### config.mk
export PLATFORM = sky130hd
export DESIGN_NAME = jk_sync_down_counter
export DESIGN_NICKNAME = d
export VERILOG_FILES = /design/src/rtl/jk_sync_down_counter_pkg.sv /design/src/rtl/jk_sync_down_counter_jk_ff_n.sv /design/src/rtl/jk_sync_down_counter.sv
export SDC_FILE = /design/constraint.sdc
export NUM_CORES = 1
export LEC_CHECK = 0
export ABC_CLOCK_PERIOD_IN_PS = 2500
export BUFFER_PORTS_ARGS = -buffer_cell sky130_fd_sc_hd__buf_2
export CORE_AREA = 2 2 39 41
export DETAILED_ROUTE_END_ITERATION = 10
export DIE_AREA = 0 0 41 43
export PLACE_DENSITY = 0.72
export SYNTH_ARGS = -nofsm -noshare
export SYNTH_HDL_FRONTEND = slang
export SYNTH_SLANG_ARGS = --single-unit
export TNS_END_PERCENT = 10
### constraint.sdc
create_clock -name clk -period 2.5 [get_ports clk]
set_input_delay 0.375 -clock clk [delete_from_list [all_inputs] [get_ports clk]]
set_output_delay 0.375 -clock clk [all_outputs]
set_load 0.05 [all_outputs]
### src/rtl/jk_sync_down_counter_pkg.sv
// Shared sequential-counter definitions: JK command encodings used by the
// JK-based up and down counters, plus helpers that build per-bit commands.
package jk_sync_down_counter_pkg;

   typedef logic [1:0] jk_cmd_t;

   // {J,K} encodings
   localparam jk_cmd_t JK_HOLD = 2'b00;
   localparam jk_cmd_t JK_RST  = 2'b01;
   localparam jk_cmd_t JK_SET  = 2'b10;
   localparam jk_cmd_t JK_TGL  = 2'b11;

   // Force a bit to a value: J=d, K=~d
   function automatic jk_cmd_t jk_force(input logic d);
      return d ? JK_SET : JK_RST;
   endfunction

   // Toggle when t is set, hold otherwise: J=K=t
   function automatic jk_cmd_t jk_toggle(input logic t);
      return t ? JK_TGL : JK_HOLD;
   endfunction

endpackage

### src/rtl/jk_sync_down_counter_jk_ff_n.sv
// Single JK flip-flop, asynchronous active-low reset to 0.
// {J,K}: 00 hold, 01 reset, 10 set, 11 toggle.
module jk_ff_n
   import jk_sync_down_counter_pkg::*;
(
   input  logic clk,
   input  logic rst,
   input  logic j,
   input  logic k,
   output logic q
);

   // JK state update
   always_ff @(posedge clk or negedge rst) begin
      if (!rst) begin
         q <= 1'b0;
      end else begin
         case ({j, k})
            JK_HOLD: q <= q;
            JK_RST:  q <= 1'b0;
            JK_SET:  q <= 1'b1;
            default: q <= ~q;
         endcase
      end
   end

endmodule

### src/rtl/jk_sync_down_counter.sv
// Loadable synchronous down counter built from per-bit JK flip-flops.
// Counts to zero, emits a one-cycle borrow, then wraps to all-ones or
// auto-reloads rl_val.
module jk_sync_down_counter
   import jk_sync_down_counter_pkg::*;
#(
   parameter int WIDTH = 4
) (
   input  logic             clk,
   input  logic             rst,
   input  logic             en,
   input  logic             load,
   input  logic [WIDTH-1:0] din,
   input  logic             auto_rl,
   input  logic [WIDTH-1:0] rl_val,
   output logic [WIDTH-1:0] q,
   output logic             zero,
   output logic             borrow
);

   logic [WIDTH-1:0] cnt;
   logic [WIDTH-1:0] tgl;
   logic [WIDTH-1:0] j_in;
   logic [WIDTH-1:0] k_in;
   logic             term;

   assign q    = cnt;
   assign zero = (cnt == '0);
   // Terminal-count edge: counting from zero without a load overriding it
   assign term = en & ~load & zero;

   // Down-count toggle chain: a bit flips when every lower bit is 0
   always_comb begin
      tgl    = '0;
      tgl[0] = 1'b1;
      for (int i = 1; i < WIDTH; i++) begin
         tgl[i] = tgl[i-1] & ~cnt[i-1];
      end
   end

   // Per-bit J/K select: load > auto-reload at zero > count > hold
   always_comb begin
      jk_cmd_t cmd;
      j_in = '0;
      k_in = '0;
      for (int i = 0; i < WIDTH; i++) begin
         if (load) begin
            cmd = jk_force(din[i]);
         end else if (en && zero && auto_rl) begin
            cmd = jk_force(rl_val[i]);
         end else if (en) begin
            cmd = jk_toggle(tgl[i]);
         end else begin
            cmd = JK_HOLD;
         end
         j_in[i] = cmd[1];
         k_in[i] = cmd[0];
      end
   end

   for (genvar g = 0; g < WIDTH; g++) begin : g_bit
      jk_ff_n u_ff (
         .clk (clk),
         .rst (rst),
         .j   (j_in[g]),
         .k   (k_in[g]),
         .q   (cnt[g])
      );
   end

   // Borrow pulse lands with the wrapped / reloaded value
   always_ff @(posedge clk or negedge rst) begin
      if (!rst) begin
         borrow <= 1'b0;
      end else begin
         borrow <= term;
      end
   end

endmodule

==> results.toml <==
[yosys]
syn_nets = 86
async_reset_ff_frac = 1.00
synth_area_per_cell_um2 = 8.87
ys_types = 24
synth.most_common_cell = "ha_1"
synth-seq-cells = 5
ys_warn_count = 0
yosys.area.top_type_share = 0.217
yosys-top-cells-count = "ha_1 (8), nor2_1 (7), a21oi_1 (5), dfrtp_1 (5)"
netlist_area_um2 = 577
synth_edf_count = 0
ys_seq_area_frac = 0.217
synth_area_leaders = "dfrtp_1 (22%), ha_1 (17%), a221o_1 (6.9%), buf_4 (5.2%), nor3b_1 (5.2%)"
ys.flop_type = "dfrtp_1"
synthCells = 65
synth_top_area_cell = "dfrtp_1"

[clock_tree]
clk_pin_slew_worst_paths_ps = 40
cts_tree = "built"
h-tree-depth = 1
ctsRootBufferMaster = "clkbuf_4"
clk_latency_ps = 240
cts.sink_count = 5
clk_path_buf_depth = 2
cts_buffers = 3

[timing]
rsz0062_at_grt = "no"
skew_ps = 0.810
hold_slack_ps = 475
period_minus_slack_ps = 2080
setup_slack_ps = 418
slew_headroom = 0.764
max_freq_mhz = 480
setup_tns_ps = 0
finalMaxSlewViolations = 0
setup_viol = 0
hold_viol = 0
period_share = 0.833
tightest_slew_ps = 354

[place]
hpwl_um = 917
pre_cts_slack_ps = 291
io_buffers = 18
place.gp.congestion = 0.719

[route]
via_per_inst = 5.37
first_pass_iters = 5
drt_iter0_drc = 12
wire_per_inst_um = 11.4
routed_wl_mm = 1.13
ant_nets = 0
drcViolationCount = 0
vias = 532

[grt]
grt_max_degree = 15
antenna_found_initial = 0
grt_pass1_vias = 479
grt_pass1_wl_mm = 1.88
grt_use_total = 0.153
grt_util_met1 = 0.188
grt.overflow.total = 0
use_met3 = 0.0157
top_usage_layer = "met2"
grt_util_met2 = 0.247

[floorplan]
chipHeight_um = 43
dieArea_um2 = 1760
start_util = 0.417
io_pins = 19
die_w_um = 41
core_area_um2 = 1380
rows = 14

[pwr]
vdd_drop_max_mv = 0.265
cellPowerDensity_nw_per_um2 = 930
leakagePower_nw = 0.326

[worst_setup_path]
critPathMostFrequentCell = "a21oi_1"
startpoint_type = "flop"
max_stage_delay_ps = 580
critPathMaxFanout = 7
cp_cell_sequence = "or4b_4 -> a21oi_1 -> a21oi_1 -> ha_1 -> nor3b_1 -> a221o_1"
crit_slowest_cell = "or4b_4"
cp.required_ps = 2620
crit_arrival_ps = 2200
path_class = "flop to flop"
end_kind = "flop"

[worst_hold_path]
holdCritPathClass = "input port to asynchronous set/reset pin"

[cells_and_area]
syn_to_final_growth_pct = 19.5
final_core_util = 0.498
n_antenna_cell = 0
nets = 105
drive_above_1_share = 0.301
fillers = 142

[outcome]
status = "finished clean"

[run]
maxCapViolations = 0
-- per-stage QoR --
| step | total power [W] | instance area [µm²] | instances |
|---|---|---|---|
| floorplan | 0.000505 | 577 | 65 |
| global placement | 0.000546 | 653 | 94 |
| finish | 0.000641 | 689 | 99 |
| detailed placement | 0.000554 | 653 | 94 |
| global route | 0.000694 | 689 | 99 |
| CTS | 0.000648 | 689 | 99 |
-- layer usage --
metal	vias to the layer above	part of all wire
met2	8	0.50
met4	0	0.0053
met5	-	0
met3	2	0.038
met1	248	0.46
li1	274	-
-- layout by cell type (no fill, tap or decap), drive strengths merged, types with 2 or more instances in the layout --
cell type,count
buf,18
ha,8
nor2,8
a21oi,5
dfrtp,5
nor3b,5
nor2b,4
a221o,4
clkbuf,4
a22oi,3
nand2,3
a22o,3
nand3b,2
inv,2
nand2b,2
-- power by group --
group	internal, W	total, W	switching [W]
Clock	0.0000602	0.0000916	0.0000313
Sequential	0.000112	0.000176	0.0000639
Combinational	0.000131	0.000374	0.000243
-- cells by family (layout without fill, tap and decap cells) --
kind of cell	Yosys count	in the layout	share of synthesized area
and+or+nand+nor	27	27	0.306
buffers and inverters	7	25	0.0716
AOI/OAI and AO/OA	18	18	0.232
adders and majority gates	8	8	0.174
DFF	5	5	0.217
-- critical path: cells and delay by family, from the launching register on --
family	cells	cell delay, ps
simple gates	2	720
compound gates	3	480
fa+ha+maj	1	310
flops	1	450
-- state kept, by name, summed over array words and instances (netlist names) --
register / cells
borrow: 1
g_bit.u_ff.q: 4
-- cell type report --
class / count / area (µm²) / area share
well taps: 16 / 20.0 / 0.0290
flip-flops and latches: 5 / 125 / 0.181
clock buffers: 4 / 26.3 / 0.0381
multi-input cells: 53 / 410 / 0.595
repair buffers: 19 / 100 / 0.145
inverters: 2 / 7.51 / 0.0109
-- final timing paths --
check | from | end | slack (ps) | cells past startpoint
min in group clk | en | borrow$_DFF_PN0_ | 590 | 3
min reg2reg | g_bit[3].u_ff.q$_DFFE_PN0P_ | g_bit[3].u_ff.q$_DFFE_PN0P_ | 650 | 1
max in group asynchronous | rst | borrow$_DFF_PN0_ | 1900 | 2
min | rst | g_bit[3].u_ff.q$_DFFE_PN0P_ | 480 | 2
max | g_bit[0].u_ff.q$_DFFE_PN0P_ | g_bit[2].u_ff.q$_DFFE_PN0P_ | 420 | 6
max reg2reg | g_bit[0].u_ff.q$_DFFE_PN0P_ | g_bit[2].u_ff.q$_DFFE_PN0P_ | 420 | 6
-- what timing repair did --
item	CTS	global route
buffers inserted	0	0
hold buffers	1	0
gates resized for setup	0	0
setup endpoints to repair	0	0
hold endpoints to repair	5	0
(Power assumes the default switching activity.)
